### config.mk
export PLATFORM = sky130hd
export DESIGN_NAME = video_in_2_stream
export DESIGN_NICKNAME = d
export VERILOG_FILES = /design/src/rtl/video_in_2_stream_pkg.sv /design/src/rtl/video_in_2_stream_vin_sync_fifo.sv /design/src/rtl/video_in_2_stream.sv
export SDC_FILE = /design/constraint.sdc
export NUM_CORES = 1
export LEC_CHECK = 0
export CORE_AREA = 3 3 185 277
export CTS_CLUSTER_SIZE = 12
export DETAILED_ROUTE_END_ITERATION = 16
export DIE_AREA = 0 0 188 280
export SLEW_MARGIN = 20
export SYNTH_ARGS = -nofsm -noshare
export SYNTH_HDL_FRONTEND = slang
export SYNTH_SLANG_ARGS = --single-unit
### constraint.sdc
create_clock -name hclk -period 3 [get_ports hclk]
set_input_delay 0.6 -clock hclk [delete_from_list [all_inputs] [get_ports hclk]]
set_output_delay 0.6 -clock hclk [all_outputs]
set_load 0.03 [all_outputs]
### src/rtl/video_in_2_stream_pkg.sv
// Shared definitions for the video capture path: pixel width, FSM states, FIFO entry layout.
package video_in_2_stream_pkg;

  localparam int unsigned PIX_W = 16;

  typedef enum logic [1:0] {
    ST_WAIT_VS = 2'd0,
    ST_ACTIVE  = 2'd1,
    ST_DROP    = 2'd2
  } vin_state_t;

  typedef struct packed {
    logic             user;
    logic             last;
    logic [PIX_W-1:0] data;
  } vin_beat_t;

endpackage

### src/rtl/video_in_2_stream_vin_sync_fifo.sv
// Single-clock first-word-fall-through FIFO with full/empty flags.
module vin_sync_fifo #(
  parameter int unsigned WIDTH = 18,
  parameter int unsigned DEPTH = 16
) (
  input  logic             hclk,
  input  logic             hresetn,
  input  logic             wr_en,
  input  logic [WIDTH-1:0] wr_data,
  input  logic             rd_en,
  output logic [WIDTH-1:0] rd_data,
  output logic             full,
  output logic             empty
);

  localparam int unsigned AW = $clog2(DEPTH);

  logic [WIDTH-1:0] mem [DEPTH];
  logic [AW:0]      wptr;
  logic [AW:0]      rptr;
  logic             rd_ok;
  logic             wr_ok;

  assign empty = (wptr == rptr);
  assign full  = (wptr[AW] != rptr[AW]) && (wptr[AW-1:0] == rptr[AW-1:0]);
  // a pop in the same cycle frees the slot the push needs
  assign rd_ok = rd_en && !empty;
  assign wr_ok = wr_en && (!full || rd_ok);

  always_ff @(posedge hclk or negedge hresetn) begin
    if (!hresetn) begin
      wptr <= '0;
      rptr <= '0;
    end else begin
      if (wr_ok) wptr <= wptr + 1'b1;
      if (rd_ok) rptr <= rptr + 1'b1;
    end
  end

  always_ff @(posedge hclk) begin
    if (wr_ok) mem[wptr[AW-1:0]] <= wr_data;
  end

  assign rd_data = mem[rptr[AW-1:0]];

endmodule

### src/rtl/video_in_2_stream.sv
// Parallel RGB565 video to pixel stream with skid register, overflow drop/resync and sticky status.
// Optional line/frame size checker enabled by `VIN_FRAME_CHECK_EN.
module video_in_2_stream
  import video_in_2_stream_pkg::*;
#(
  parameter int unsigned FIFO_DEPTH = 16,
  parameter bit          SYNC_POL   = 1'b1,
  parameter int unsigned H_ACTIVE   = 800,
  parameter int unsigned V_ACTIVE   = 480
) (
  input  logic             hclk,
  input  logic             hresetn,
  input  logic             ce,
  input  logic [PIX_W-1:0] vin_data,
  input  logic             vin_hsync,
  input  logic             vin_vsync,
  input  logic             vin_active,
  output logic [PIX_W-1:0] tdata_m,
  output logic             tlast_m,
  output logic             tuser_m,
  output logic             tvalid_m,
  input  logic             tready_m,
  input  logic             stat_clr,
  output logic             ovf_o,
  output logic             fmt_err_o
);

  vin_state_t       state_q, state_d;
  logic             vs_q, hsync_q;
  logic             skid_vld, skid_user, user_pend;
  logic [PIX_W-1:0] skid_data;
  logic             vs_now, vs_edge;
  logic             push, push_last, cap, ovf_set, ovf_q;
  logic             fifo_full, fifo_empty, pop;
  vin_beat_t        wr_beat, rd_beat;
  logic [PIX_W+1:0] rd_raw;

  assign vs_now  = SYNC_POL ? vin_vsync : !vin_vsync;
  assign vs_edge = ce && vs_now && !vs_q;
  assign pop     = !fifo_empty && tready_m;

  always_ff @(posedge hclk or negedge hresetn) begin
    if (!hresetn) state_q <= ST_WAIT_VS;
    else          state_q <= state_d;
  end

  always_comb begin
    state_d   = state_q;
    push      = 1'b0;
    push_last = 1'b0;
    ovf_set   = 1'b0;
    cap       = 1'b0;
    if (ce) begin
      case (state_q)
        ST_WAIT_VS: if (vs_edge) state_d = ST_ACTIVE;
        ST_ACTIVE: begin
          // a held pixel closes its line when the new sample is idle or a frame starts
          if (skid_vld) begin
            push      = 1'b1;
            push_last = !vin_active || vs_edge;
            if (fifo_full && !pop) begin
              ovf_set = 1'b1;
              if (!vs_edge) state_d = ST_DROP;
            end
          end
        end
        ST_DROP:    if (vs_edge) state_d = ST_ACTIVE;
        default:    state_d = ST_WAIT_VS;
      endcase
      cap = vin_active && (state_d == ST_ACTIVE);
    end
  end

  always_ff @(posedge hclk or negedge hresetn) begin
    if (!hresetn) begin
      vs_q      <= 1'b0;
      hsync_q   <= 1'b0;
      skid_vld  <= 1'b0;
      skid_user <= 1'b0;
      skid_data <= '0;
      user_pend <= 1'b0;
    end else if (ce) begin
      vs_q     <= vs_now;
      hsync_q  <= vin_hsync;
      skid_vld <= cap;
      if (cap) begin
        skid_data <= vin_data;
        skid_user <= vs_edge || user_pend;
      end
      if (vs_edge)  user_pend <= !cap;
      else if (cap) user_pend <= 1'b0;
    end
  end

  always_ff @(posedge hclk or negedge hresetn) begin
    if (!hresetn)     ovf_q <= 1'b0;
    else if (ovf_set) ovf_q <= 1'b1;
    else if (stat_clr) ovf_q <= 1'b0;
  end

  assign wr_beat = '{user: skid_user, last: push_last, data: skid_data};

  vin_sync_fifo #(
    .WIDTH (PIX_W + 2),
    .DEPTH (FIFO_DEPTH)
  ) u_fifo (
    .hclk    (hclk),
    .hresetn (hresetn),
    .wr_en   (push),
    .wr_data (wr_beat),
    .rd_en   (pop),
    .rd_data (rd_raw),
    .full    (fifo_full),
    .empty   (fifo_empty)
  );

  assign rd_beat  = rd_raw;
  assign tvalid_m = !fifo_empty;
  assign tdata_m  = fifo_empty ? '0 : rd_beat.data;
  assign tlast_m  = !fifo_empty && rd_beat.last;
  assign tuser_m  = !fifo_empty && rd_beat.user;
  assign ovf_o    = ovf_q;

  logic unused_hsync;
  assign unused_hsync = hsync_q;

`ifdef VIN_FRAME_CHECK_EN
  localparam logic [15:0] H_EXP = 16'(H_ACTIVE);
  localparam logic [15:0] V_EXP = 16'(V_ACTIVE);

  logic [15:0] pix_cnt, line_cnt;
  logic        h_bad, v_bad, fmt_q;

  always_comb begin
    h_bad = push && push_last && ((pix_cnt + 16'd1) != H_EXP);
    v_bad = vs_edge && (state_q == ST_ACTIVE) &&
            ((line_cnt + 16'(push && push_last)) != V_EXP);
  end

  always_ff @(posedge hclk or negedge hresetn) begin
    if (!hresetn) begin
      pix_cnt  <= '0;
      line_cnt <= '0;
      fmt_q    <= 1'b0;
    end else begin
      if (vs_edge || (push && push_last)) pix_cnt <= '0;
      else if (push)                      pix_cnt <= pix_cnt + 16'd1;
      if (vs_edge)                        line_cnt <= '0;
      else if (push && push_last)         line_cnt <= line_cnt + 16'd1;
      if (h_bad || v_bad)                 fmt_q <= 1'b1;
      else if (stat_clr)                  fmt_q <= 1'b0;
    end
  end

  assign fmt_err_o = fmt_q;
`else
  logic unused_cfg;
  assign unused_cfg = ^{32'(H_ACTIVE), 32'(V_ACTIVE)};
  assign fmt_err_o  = 1'b0;
`endif

endmodule

==> flow_summary.yaml <==
run_status:
  status: "finished, final reports clean"
final_layout:
  ff_latch_area_um2: 9480
  area_growth_pct: 26.0
  multi_input_area_um2: 3190
  layout.nets: 770
  final_common_cell: "edfxtp_1"
  fillers: 4629
  layout-drive-gt1-share_pct: 36.4
  diodes: 0
  utilization_pct: 32.8
  mostFrequentLayoutCells: "edfxtp_1, mux4_2, buf_4, clkbuf_16, dfrtp_1"
timing:
  fin_crit_ns: 2.99
  finalSetupViolCount: 0
  worstMarginPinSlew_ns: 0.912
  rsz0062_at_grt: "yes"
  fin_ws_ns: 0.00882
  clock.fmax_mhz: 334
  finalHoldViolations: 0
  layout_worst_path_cycle_share_pct: 99.7
  drv_slew: 0
  holdWs_ns: 0.218
  slew_headroom_pct: 39.2
  clock_skew_ns: 0.0103
cts:
  clkTransAtPathRegs_ns: 0.06
  clockBufferDepth: 3
  cts_made_buffers: 35
  cts_sinks: 321
  clk_latency_ns: 0.51
  clk_root_buffer_cell: "clkbuf_16"
  cts_tree: "yes"
  htreeDepth: 2
synth:
  synth_top_area_share_pct: 68.0
  synthMuxAreaShare_pct: 13.0
  yosys_warnings: 0
  ys_ff_latch: 321
  synth_nets: 657
  syn-cell-area_um2: 12700
  synth_area_leaders: "edfxtp_1, mux4_2, dfrtp_1"
  yosysSeqAreaShare_pct: 74.5
  synth-simple-area-share_pct: 2.99
  synth_top_family_by_area: "multiplexers"
  yosys.area_share.adder_pct: 0.492
  synth-xor-area-share_pct: 0.954
  synth_cell_types: 45
  synthCells: 628
  synth_compound_area_share_pct: 5.64
  synth_area_per_cell_um2: 20.3
  synth_top_area_cell: "edfxtp_1"
setup_path:
  start_kind: "register"
  worstSetupPathType: "register to output pin"
  cp.required_ns: 2.40
  crit_arrival_ns: 2.39
  cp-end-kind: "output pin"
  worstPathMaxFanout: 7
placed_design:
  place_congestion: 0.737
  numPortBuffers: 42
  dp_slack_ns: 0.215
  place_hpwl_um: 18400
worst_hold_path:
  hold_class: "primary input to async pin"
drt:
  vias: 6447
  first_pass_iters: 5
  wl_per_cell_um: 22.3
  drt-initial-drc-count: 412
  viasPerCell: 4.55
  drtAntennaViolNets: 0
  route.detailed.drc: 0
  wl_um: 31600
global_route:
  globalRouteOverflowTotal: 0
  antenna_found_initial: 0
  grt_pass1_vias: 6929
  grt_usage_pct: 12.0
  grt_max_degree: 41
  grt_pass1_wl_um: 46300
floorplan:
  row_count: 99
  start_util_pct: 26.0
  die-width_um: 188
  core-area_um2: 48900
  ioPinCount: 45
  dieArea_um2: 52600
  die_h_um: 280
run:
  maxCapViolCount: 0
power:
  pwr_density_cell_nw_per_um2: 963
  leakage_nw: 5.32
  max-vdd-ir-drop_uv: 737
-- flip-flops by register name (all words and copies together), names as in the netlist --
name         cells
user_pend        1
vs_q             1
u_fifo.mem     288
skid_data       16
u_fifo.wptr      5
state_q          2
u_fifo.rptr      5
ovf_o            1
skid_vld         1
skid_user        1
-- per-layer routing --
| metal | part of all wire [%] | global-route usage, % | routed length [um] |
|---|---|---|---|
| met5 | 0 | 0 | 0 |
| met2 | 53 | 21.7 | 16700 |
| met4 | 2.1 | 3.52 | 656 |
| met1 | 41 | 14.5 | 12800 |
| met3 | 4.5 | 2.27 | 1410 |
-- metrics by stage --
step	instance area, um2	instances	power, mW	TNS, ns
after detailed placement	14400	1341	10.6	0
final	16000	1416	15.4	0
after CTS	16000	1415	15.5	-0.188
after floorplan	12700	628	8.68	0
after global routing	16000	1416	16.1	-0.241
after global placement	14400	1341	10.5	0
-- report_power, final --
part           switching, mW  internal, mW
sequential             0.486          5.39
combinational           2.88          2.60
clock                   1.65          2.43
-- what timing repair did --
item / CTS / global route
gates cloned: 5 / 1
setup buffers: 13 / 2
pin swaps: 13 / 20
setup endpoints to repair: 19 / 18
hold buffers: 0 / 0
resized for setup: 71 / 20
-- cell usage after synthesis, drive strengths merged --
master / count
edfxtp: 288
mux4: 72
a22oi: 36
dfrtp: 33
buf: 29
a21oi: 25
nand2: 23
inv: 22
o32ai: 16
and3: 12
xor2: 11
clkbuf: 9
and2: 7
ha: 5
nor2: 5
nand3: 4
nor2b: 4
mux2: 3
o22ai: 3
a211oi: 2
and3b: 2
nand2b: 2
nand4: 2
o21ai: 2
xnor2: 2
a21boi: 1
a22o: 1
a31oi: 1
and4: 1
conb: 1
nand3b: 1
nor3b: 1
nor4: 1
o32a: 1
-- cells by family (layout without fill, tap and decap cells) --
family                     after synthesis  count (layout)
muxes                                   75              75
other                                    1               1
DFF                                    321             321
and+or+nand+nor                         65              65
AOI/OAI and AO/OA                       88              88
xor gates and xnor gates                13              13
buffers and inverters                   60             192
adders and majority gates                5               5
-- layout make-up --
type | instances | area share, %
clock buffer | 46 | 6.05
clock inverter | 10 | 0.640
inverter | 22 | 0.515
multi-input combinational | 247 | 19.9
sequential | 321 | 59.2
tap | 656 | 5.12
timing repair buffer | 114 | 8.60
-- worst max-delay path, stage by stage, from the launching register on --
cell	delay (ns)
dfrtp_4	0.49
buf_12	0.17
buf_12	0.14
buf_6	0.10
mux4_2	0.49
a22oi_2	0.20
a21oi_2	0.12
buf_6	0.16
-- worst paths after layout --
check                               start               end  slack, ns  depth (start not counted)
max in group asynchronous         hresetn    u_fifo.rptr[0]       2.11                          1
setup reg to reg           u_fifo.rptr[0]  u_fifo.mem[6][4]       0.59                          9
hold reg to reg            u_fifo.wptr[4]    u_fifo.wptr[4]       0.53                          1
min in group hclk          u_fifo.wptr[4]    u_fifo.wptr[4]       0.53                          1
setup / recovery           u_fifo.rptr[0]        tdata_m[0]      0.009                          7
hold / removal                    hresetn             ovf_o       0.22                          1
Note: power is estimated with default switching activity, not from simulation.
